<file path="src/rtl/sum_chain_pkg.sv">
// Shared definitions for the chained-add sequencer: FSM encoding, default widths
// and requester-id helpers.
package sum_chain_pkg;

    localparam int DW_DEFAULT = 4;
    localparam int OW_DEFAULT = 5;
    localparam int ID_W       = 1;

    typedef logic [2:0]      state_t;
    typedef logic [ID_W-1:0] req_id_t;

    localparam logic [2:0] ST_IDLE   = 3'd0;
    localparam logic [2:0] ST_ADD_AB = 3'd1;
    localparam logic [2:0] ST_ADD_C  = 3'd2;
    localparam logic [2:0] ST_ADD_D  = 3'd3;
    localparam logic [2:0] ST_DONE   = 3'd4;

    // Only two requesters exist, so the one-hot grant collapses to its upper bit.
    function automatic req_id_t onehot_to_id(input logic [1:0] onehot);
        return onehot[1];
    endfunction

endpackage

</file>
<file path="src/rtl/sum_chain_sequencer_if.sv">
// Request/result bus between the two requesting engines and the sequencer.
interface sum_chain_sequencer_if
    import sum_chain_pkg::*;
#(
    parameter int DW = DW_DEFAULT,
    parameter int OW = OW_DEFAULT
) ();

    logic [1:0]      req;
    logic [4*DW-1:0] opnd0;
    logic [4*DW-1:0] opnd1;
    logic [1:0]      sel;
    logic [1:0]      grant;
    logic            busy;
    logic            done;
    logic            done_id;
    logic [OW-1:0]   data_out1;
    logic [OW-1:0]   data_out2;

    modport master (
        output req, opnd0, opnd1, sel,
        input  grant, busy, done, done_id, data_out1, data_out2
    );

    modport slave (
        input  req, opnd0, opnd1, sel,
        output grant, busy, done, done_id, data_out1, data_out2
    );

endinterface

</file>
<file path="src/rtl/rr_arbiter2.sv">
// Two-way round-robin arbiter: a lone request wins outright, a tie goes to the
// requester that was not served last.
module rr_arbiter2 (
    input  logic [1:0] req_i,
    input  logic       rr_last_i,
    output logic [1:0] grant_o
);

    always_comb begin
        grant_o = 2'b00;
        case (req_i)
            2'b01:   grant_o = 2'b01;
            2'b10:   grant_o = 2'b10;
            2'b11:   grant_o = rr_last_i ? 2'b01 : 2'b10;
            default: grant_o = 2'b00;
        endcase
    end

endmodule

</file>
<file path="src/rtl/sum_chain_sequencer.sv">
// Multi-cycle chained-add controller sharing one OW-bit adder between two requesters.
// Define SUM_CHAIN_SAT_EN for saturating adds; default build wraps mod 2^OW.
module sum_chain_sequencer
    import sum_chain_pkg::*;
#(
    parameter int DW = DW_DEFAULT,
    parameter int OW = OW_DEFAULT
) (
    input logic                  clk,
    input logic                  rst,
    sum_chain_sequencer_if.slave seq_if
);

    state_t          state_q, state_d;
    logic [1:0]      grant_q, grant_d;
    logic            busy_q, busy_d;
    logic            done_q, done_d;
    req_id_t         done_id_q, done_id_d;
    logic            rr_last_q, rr_last_d;
    logic            sel_q, sel_d;
    logic [OW-1:0]   out1_q, out1_d;
    logic [OW-1:0]   out2_q, out2_d;

    logic [DW-1:0]   a_q, b_q, c_q, d_q;
    logic [1:0]      arb_grant;
    req_id_t         winner;
    req_id_t         owner;
    logic            latch_en;
    logic [4*DW-1:0] win_opnd;
    logic [OW-1:0]   add_x, add_y, add_sum;

    function automatic logic [OW-1:0] chain_add(input logic [OW-1:0] x, input logic [OW-1:0] y);
        logic [OW:0] full;
        full = {1'b0, x} + {1'b0, y};
`ifdef SUM_CHAIN_SAT_EN
        return full[OW] ? {OW{1'b1}} : full[OW-1:0];
`else
        return full[OW-1:0];
`endif
    endfunction

    rr_arbiter2 u_arb (
        .req_i     (seq_if.req),
        .rr_last_i (rr_last_q),
        .grant_o   (arb_grant)
    );

    assign winner   = onehot_to_id(arb_grant);
    assign owner    = onehot_to_id(grant_q);
    assign latch_en = (state_q == ST_IDLE) && (|seq_if.req);
    assign win_opnd = winner ? seq_if.opnd1 : seq_if.opnd0;

    // Operand latch: captured once at grant, later req/operand changes are ignored.
    always_ff @(posedge clk) begin
        if (latch_en) begin
            {d_q, c_q, b_q, a_q} <= win_opnd;
        end
    end

    always_comb begin
        add_x = '0;
        add_y = '0;
        case (state_q)
            ST_ADD_AB: begin add_x = OW'(a_q);  add_y = OW'(b_q); end
            ST_ADD_C:  begin add_x = out1_q;    add_y = OW'(c_q); end
            ST_ADD_D:  begin add_x = out2_q;    add_y = OW'(d_q); end
            default:   begin add_x = '0;        add_y = '0;       end
        endcase
    end

    assign add_sum = chain_add(add_x, add_y);

    always_comb begin
        state_d   = state_q;
        grant_d   = grant_q;
        busy_d    = busy_q;
        done_d    = 1'b0;
        done_id_d = done_id_q;
        rr_last_d = rr_last_q;
        sel_d     = sel_q;
        out1_d    = out1_q;
        out2_d    = out2_q;
        case (state_q)
            ST_IDLE: begin
                if (latch_en) begin
                    grant_d = arb_grant;
                    busy_d  = 1'b1;
                    sel_d   = seq_if.sel[winner];
                    state_d = ST_ADD_AB;
                end
            end
            ST_ADD_AB: begin
                out1_d  = add_sum;
                state_d = ST_ADD_C;
            end
            ST_ADD_C: begin
                out2_d = add_sum;
                if (!sel_q) begin
                    state_d = ST_ADD_D;
                end else begin
                    state_d   = ST_DONE;
                    done_d    = 1'b1;
                    done_id_d = owner;
                end
            end
            ST_ADD_D: begin
                out1_d    = add_sum;
                state_d   = ST_DONE;
                done_d    = 1'b1;
                done_id_d = owner;
            end
            ST_DONE: begin
                grant_d   = 2'b00;
                busy_d    = 1'b0;
                rr_last_d = owner;
                state_d   = ST_IDLE;
            end
            default: begin
                grant_d = 2'b00;
                busy_d  = 1'b0;
                state_d = ST_IDLE;
            end
        endcase
    end

    // rr_last resets to 1 so that requester 0 wins the first tie.
    always_ff @(posedge clk) begin
        if (rst) begin
            state_q   <= ST_IDLE;
            grant_q   <= 2'b00;
            busy_q    <= 1'b0;
            done_q    <= 1'b0;
            done_id_q <= '0;
            rr_last_q <= 1'b1;
            sel_q     <= 1'b0;
            out1_q    <= '0;
            out2_q    <= '0;
        end else begin
            state_q   <= state_d;
            grant_q   <= grant_d;
            busy_q    <= busy_d;
            done_q    <= done_d;
            done_id_q <= done_id_d;
            rr_last_q <= rr_last_d;
            sel_q     <= sel_d;
            out1_q    <= out1_d;
            out2_q    <= out2_d;
        end
    end

    assign seq_if.grant     = grant_q;
    assign seq_if.busy      = busy_q;
    assign seq_if.done      = done_q;
    assign seq_if.done_id   = done_id_q;
    assign seq_if.data_out1 = out1_q;
    assign seq_if.data_out2 = out2_q;

endmodule
</file>
<file path="src/flat_wrapper.sv">
// flat-port wrapper written by rule: the top's interface ports become plain ports
module sum_chain_sequencer_flat import sum_chain_pkg::*;
#(
    parameter int DW = DW_DEFAULT,
    parameter int OW = OW_DEFAULT
)
  (clk, rst, seq_if_req, seq_if_opnd0, seq_if_opnd1, seq_if_sel, seq_if_grant, seq_if_busy, seq_if_done, seq_if_done_id, seq_if_data_out1, seq_if_data_out2);
  sum_chain_sequencer_if #(.DW(DW), .OW(OW)) seq_if_i ();
  input logic clk;
  input logic rst;
  input wire logic [$bits(seq_if_i.req)-1:0] seq_if_req;
  input wire logic [$bits(seq_if_i.opnd0)-1:0] seq_if_opnd0;
  input wire logic [$bits(seq_if_i.opnd1)-1:0] seq_if_opnd1;
  input wire logic [$bits(seq_if_i.sel)-1:0] seq_if_sel;
  output wire logic [$bits(seq_if_i.grant)-1:0] seq_if_grant;
  output wire logic [$bits(seq_if_i.busy)-1:0] seq_if_busy;
  output wire logic [$bits(seq_if_i.done)-1:0] seq_if_done;
  output wire logic [$bits(seq_if_i.done_id)-1:0] seq_if_done_id;
  output wire logic [$bits(seq_if_i.data_out1)-1:0] seq_if_data_out1;
  output wire logic [$bits(seq_if_i.data_out2)-1:0] seq_if_data_out2;
  assign seq_if_i.req = seq_if_req;
  assign seq_if_i.opnd0 = seq_if_opnd0;
  assign seq_if_i.opnd1 = seq_if_opnd1;
  assign seq_if_i.sel = seq_if_sel;
  assign seq_if_grant = seq_if_i.grant;
  assign seq_if_busy = seq_if_i.busy;
  assign seq_if_done = seq_if_i.done;
  assign seq_if_done_id = seq_if_i.done_id;
  assign seq_if_data_out1 = seq_if_i.data_out1;
  assign seq_if_data_out2 = seq_if_i.data_out2;
  sum_chain_sequencer #(.DW(DW), .OW(OW)) u_core (.clk(clk), .rst(rst), .seq_if(seq_if_i));
endmodule
</file>
<file path="config.mk">
export PLATFORM = sky130hd
export DESIGN_NAME = sum_chain_sequencer_flat
export DESIGN_NICKNAME = d
export VERILOG_FILES = /design/src/rtl/sum_chain_pkg.sv /design/src/rtl/sum_chain_sequencer_if.sv /design/src/rtl/rr_arbiter2.sv /design/src/rtl/sum_chain_sequencer.sv /design/src/flat_wrapper.sv
export SDC_FILE = /design/constraint.sdc
export NUM_CORES = 1
export LEC_CHECK = 0
export BUFFER_PORTS_ARGS = -buffer_cell sky130_fd_sc_hd__buf_4
export CORE_UTILIZATION = 56
export CTS_CLUSTER_DIAMETER = 50
export CTS_CLUSTER_SIZE = 8
export DETAILED_ROUTE_END_ITERATION = 16
export GPL_ROUTABILITY_DRIVEN = 1
export PLACE_DENSITY = 0.95
export SLEW_MARGIN = 20
export SYNTH_ARGS = -nofsm -noshare
export SYNTH_HDL_FRONTEND = slang
export SYNTH_SLANG_ARGS = --single-unit
</file>
<file path="constraint.sdc">
create_clock -name clk -period 6.7 [get_ports clk]
set_input_delay 1.34 -clock clk [delete_from_list [all_inputs] [get_ports clk]]
set_output_delay 1.34 -clock clk [all_outputs]
set_load 0.1 [all_outputs]
</file>
Yosys cells after proc, flatten, opt, wreduce, memory -nomap -nowiden
Cells that the tools add are included.
{"block": "word_totals", "regBits": 36, "input_bits": 38}
{"block": "classes", "addsub": 1, "n_lt_le_gt_ge": 1, "n_eq_ne": 9, "mux": 18, "bitwise": 1, "n_reduce_logical": 9}
{"op": "16-bit 2-to-1 mux", "count": 1}
{"op": "5-bit one-hot mux with 3 select lines", "count": 1}
{"op": "3-bit one-hot mux with 4 select lines", "count": 1}
{"op": "4-bit one-hot mux with 3 select lines", "count": 1}
{"op": "3-bit by 2-bit equality test with 1-bit output (second input constant)", "count": 2}
{"op": "3-bit 2-to-1 mux", "count": 2}
{"op": "1-bit one-hot mux with 2 select lines", "count": 3}
{"op": "2-bit one-hot mux with 3 select lines", "count": 1}
{"op": "2-bit AND reduction", "count": 3}
{"op": "5-bit by 4-bit adder with 5-bit output", "count": 1}
{"op": "1-bit 2-to-1 mux", "count": 5}
{"op": "2-bit equality test (second input constant)", "count": 2}
{"op": "2-bit 2-to-1 mux", "count": 2}
{"op": "2-bit by 1-bit inequality test with 1-bit output (second input constant)", "count": 2}
{"op": "2-bit one-hot mux with 2 select lines", "count": 1}
{"op": "2-bit OR reduction", "count": 2}
{"op": "3-bit by 1-bit equality test with 1-bit output (second input constant)", "count": 1}
{"op": "3-bit equality test (second input constant)", "count": 1}
{"op": "3-bit logical NOT", "count": 1}
{"op": "3-bit OR reduction", "count": 1}
{"op": "2-bit by 1-bit equality test with 1-bit output (second input constant)", "count": 1}
{"op": "1-bit by 2-bit < comparator with 1-bit output (second input constant)", "count": 1}
{"op": "2-bit nonzero test", "count": 1}
{"op": "1-bit logical AND", "count": 1}
{"op": "1-bit inverter", "count": 1}

Longest topological paths before layout
{"block": "logic_depth", "depth_word": 4, "depth_mapped": 12, "depth_no_buf": 10}

Modules after synthesis
From an unflattened synthesis, not the netlist that was laid out.
{"block": "unflattened", "hier_cells": 170, "area_unflattened_um2": 1880.6}
{"module": "sum_chain_sequencer", "instances": 1, "cells_each": 167, "area_per_inst_um2": 1861.8, "seq_area_each_um2": 880.8}
{"module": "rr_arbiter2", "instances": 1, "cells_each": 3, "area_per_inst_um2": 18.8, "seq_area_each_um2": 0.0}

Worst setup path after synthesis
No wires, ideal clock.
{"block": "synth_path", "kind": "register to register", "startpoint": "reg u_core.out2_q[0], in the netlist u_core.seq_if.data_out2[0]", "endpoint": "reg u_core.out1_q[4], in the netlist u_core.seq_if.data_out1[4]", "setup_time_ns": 0.130, "t_arrival_ns": 2.465, "required_time_ns": 6.570, "path_slack_ns": 4.105, "stages_incl_launch_ff": 11, "n_path_buf": 0, "path_cell_list": "dfxtp_1 -> mux2_1 -> a22oi_1 -> nor2_1 -> ha_1 -> inv_1 -> fa_1 -> nand2b_1 -> a21oi_1 -> xnor2_1 -> o31ai_1"}
{"block": "synth_between", "elab_chain_cells": 2}
{"item": "start, declared", "line": "sum_chain_sequencer.sv:22", "source": "logic [OW-1:0] out2_q, out2_d;"}
{"item": "start signal, assigned", "line": "sum_chain_sequencer.sv:147", "source": "out2_q <= out2_d;"}
{"item": "5-bit one-hot mux with 3 select lines", "line": "sum_chain_sequencer.sv:63", "source": "case (state_q)"}
{"item": "5-bit by 4-bit adder with 5-bit output", "line": "sum_chain_sequencer.sv:34", "source": "full = {1'b0, x} + {1'b0, y};"}
{"item": "end signal, assigned", "line": "sum_chain_sequencer.sv:146", "source": "out1_q <= out1_d;"}
{"item": "end, declared", "line": "sum_chain_sequencer.sv:21", "source": "logic [OW-1:0] out1_q, out1_d;"}
Every way passes these cells.
A chain may end at the register's enable or synchronous reset.

Final worst setup path
{"block": "layout_path", "startpoint": "reg u_core.state_q[1]", "endpoint": "reg u_core.out1_q[4], in the netlist u_core.seq_if.data_out1[4]"}
{"block": "layout_between", "elab_chain_cells": 3, "elab_cells_between_ends": 7, "cone_classes": "1 x add/sub; 3 x eq/ne; 2 x mux; 1 x reduce/logical"}
{"item": "start, declared", "line": "sum_chain_sequencer.sv:14", "source": "state_t state_q, state_d;"}
{"item": "start signal, assigned", "line": "sum_chain_sequencer.sv:139", "source": "state_q <= state_d;"}
{"item": "3-bit by 2-bit equality test with 1-bit output, or another cell as far along", "line": "sum_chain_sequencer.sv:63, sum_chain_sequencer.sv:83"}
{"item": "5-bit one-hot mux with 3 select lines or 4-bit one-hot mux with 3 select lines (tied branches)", "line": "sum_chain_sequencer.sv:63"}
{"item": "5-bit by 4-bit adder with 5-bit output", "line": "sum_chain_sequencer.sv:34"}
Several ways; a longest one is shown, not always the timed one.

==> flow_metrics.tcl <==
set metrics [dict create \
    drtPass1Iterations 4 \
    htreeDepth 2 \
    skew_ns 0.00988 \
    worstSetupPathType "reg -> reg" \
    combPwrFrac_pct 28.7 \
    rsz0062_at_grt "no" \
    ios 53 \
    synth_mux_area_share_pct 16.3 \
    p_switching_w 0.000188 \
    synth_top_family_by_area "multiplexers" \
    setup_viol 0 \
    synth_edf_count 16 \
    met1_usage_pct 27.2 \
    hold_buffers 0 \
    fin_cells 264 \
    yosys.area.top_type_share_pct 25.3 \
    portBuffers 52 \
    diodes 0 \
    hold_viol_final 0 \
    power.density_nw_per_um2 245 \
    start_util_pct 60.7 \
    die-width_um 60.2 \
    yosys-top-cells-area "edfxtp_1, dfxtp_1, mux2_2" \
    synth-simple-area-share_pct 14.7 \
    syn-num-nets 215 \
    worstPathRequired_ns 6.96 \
    p_int_w 0.000381 \
    syn_to_final_growth_pct 22.0 \
    synth_seq_area_share_pct 46.4 \
    critPathMaxFanout 17 \
    post-route-period-util_pct 45.2 \
    cp.arrival_ns 3.29 \
    insertion_delay_ns 0.34 \
    outcome "finished, final reports clean" \
    slew_violations 0 \
    synth-adder-area-share_pct 3.69 \
    grt_use_total_pct 23.4 \
    async_reset_ff_share_pct 0 \
    avgSynthCellArea_um2 11.0 \
    mappedNetlistArea_um2 1900 \
    grt_busiest_layer "met2" \
    crit_path_top_delay_cell "dfxtp_1" \
    cts_max_path_buffers 2 \
    grt_pass1_vias 1434 \
    fmax_mhz 330 \
    antenna_found_initial 0 \
    seq_power_share_pct 48.2 \
    p_leak_nw 0.966 \
    first_iter_violations 74 \
    core-area_um2 3130 \
    cap_violations 0 \
    yosysTopAreaCell "edfxtp_1" \
    rows 20 \
    p_sw_share_pct 33.0 \
    grt_max_degree 25 \
    cts_resized 0 \
    path_cells "nor2b_1, a22oi_1, nor2_1, ha_1, inv_1, fa_1, nand2b_1, a21oi_1, xnor2_1, o31ai_1" \
    grtUsageMet2_pct 39.6 \
    final_layout_size_suffix_gt1_share_pct 40.0 \
    synth_cell_type_count 41 \
    vias 1506 \
    fill_cells 206 \
    place_inst 256 \
    final_cell_mix "buf_4, mux2_2, nor2_1, dfxtp_1, edfxtp_1" \
    drc 0 \
    dieHeight_um 60.2 \
    cts_buffers 5 \
    tritoncts "done" \
    fin_hold_ws_ns 0.485 \
    max_slew_margin_pct 49.0 \
    drtAntennaViolNets 0 \
    synth_compound_area_share_pct 11.9 \
    ys_ff_latch 36 \
    final_common_cell "buf_4" \
    period_needed_ns 3.03 \
    irDropWorstVdd_v 0.000151 \
    wl_per_cell_um 14.2 \
    post_cts.repair.setup_buffers 0 \
    cts.sinks 36 \
    start_kind "register" \
    worstMarginPinSlew_ns 0.764 \
    clockPowerShare_pct 23.1 \
    finalSetupTns_ns 0 \
    ys.flop_type "dfxtp_1" \
    yosysWarningCount 0 \
    via_per_inst 5.70 \
    clock-root-buffer "clkbuf_4" \
    die_area_um2 3630 \
    grt_pass1_wl_mm 6.11 \
    cts.clk_slew.worst_paths_ns 0.10 \
    grt_overflow 0 \
    gr-usage-met3_pct 8.87 \
    hold_path_class "reg -> reg" \
    slowest_delay_ns 0.83 \
    drt-total-wl_mm 3.75 \
    gp_congestion 0.916 \
    worst_setup_path_end_kind "register" \
    hpwl_mm 2.64 \
    synth-xor-area-share_pct 0.923 \
    fin_nets 262 \
    syn_inst 172 \
]
[Yosys cell counts, types with 3 or more instances]
| cell | count |
|---|---|
| dfxtp_1 | 20 |
| nor2_1 | 20 |
| a22oi_1 | 7 |
| edfxtp_1 | 16 |
| nand2_1 | 12 |
| nand3b_1 | 5 |
| mux2i_1 | 4 |
| buf_2 | 3 |
| ha_1 | 4 |
| a21oi_1 | 8 |
| mux2_2 | 23 |
| buf_6 | 3 |
| inv_1 | 4 |
| a21o_1 | 4 |
| nor3_1 | 3 |
| nand2b_1 | 4 |
[registers in the layout, summed over array words and instances (netlist names), 2 cells and up]
register and count:
u_core.b_q 4, u_core.d_q 4, u_core.seq_if.data_out1 5, u_core.seq_if.data_out2 5, u_core.seq_if.grant 2, u_core.state_q 3
u_core.a_q 4, u_core.c_q 4
[stage by stage]
| stage | utilization, % | setup WS [ns] | area [um^2] | power [W] |
|---|---|---|---|---|
| 4_1_cts | 74.0 | 3.69 | 2320 | 0.000570 |
| 3_5_place_dp | 71.8 | 3.75 | 2240 | 0.000440 |
| 6_report | 74.0 | 3.67 | 2320 | 0.000568 |
| 2_1_floorplan | - | 4.11 | 1900 | 0.000401 |
| 3_3_place_gp | 71.8 | 3.87 | 2240 | 0.000435 |
| 5_1_grt | 74.0 | 3.39 | 2320 | 0.000598 |
[power by group through the flow]
| stage | combinational, W | sequential, W | clock (W) |
|---|---|---|---|
| global placement | 0.000157 | 0.000278 | 0 |
| detailed placement | 0.000161 | 0.000279 | 0 |
| CTS | 0.000163 | 0.000274 | 0.000134 |
| floorplan | 0.0000908 | 0.000311 | 0 |
| global route | 0.000174 | 0.000277 | 0.000147 |
| finish | 0.000163 | 0.000274 | 0.000131 |
[final cells by class]
type                       count  area [um^2]  area share (%)
multi-input combinational    120          903            39.0
sequential                    36          881            38.0
timing repair buffer          52          390            16.9
clock buffer                   7         66.3            2.86
tap                           44         55.1            2.38
inverter                       4         15.0           0.648
clock inverter                 1         5.00           0.216
[kinds of logic after synthesis]
kind of cell / count (synthesis)
xor gates and xnor gates: 2
adders and majority gates: 5
buffers and inverters: 16
AOI/OAI and AO/OA: 31
muxes: 28
and+or+nand+nor: 54
DFF: 36
[critical path, delay by kind of cell, from the launching register on]
family          cells  cell delay (ns)
flops               1             0.83
simple gates        3             0.84
buf+inv             1             0.06
fa+ha+maj           2             0.59
xor+xnor            1             0.11
compound gates      3             0.52
[metal layers]
metal | vias up | share of wire, % | routed length [um]
met5 | - | 0 | 0
met4 | 0 | 1.1 | 42
met3 | 7 | 6.4 | 241
met2 | 69 | 51 | 1910
met1 | 713 | 41 | 1560
li1 | 717 | - | -
[worst paths after layout]
path | from | to | slack (ns) | cells past startpoint
worst min register to register | u_core.seq_if.data_out2[2] | u_core.seq_if.data_out2[2] | 0.48 | 2
worst max-delay path | u_core.state_q[1] | u_core.seq_if.data_out1[4] | 3.67 | 10
worst min-delay path | u_core.seq_if.data_out2[2] | u_core.seq_if.data_out2[2] | 0.48 | 2
worst max register to register | u_core.state_q[1] | u_core.seq_if.data_out1[4] | 3.67 | 10
No activity file was read; power rests on OpenSTA's default activity.
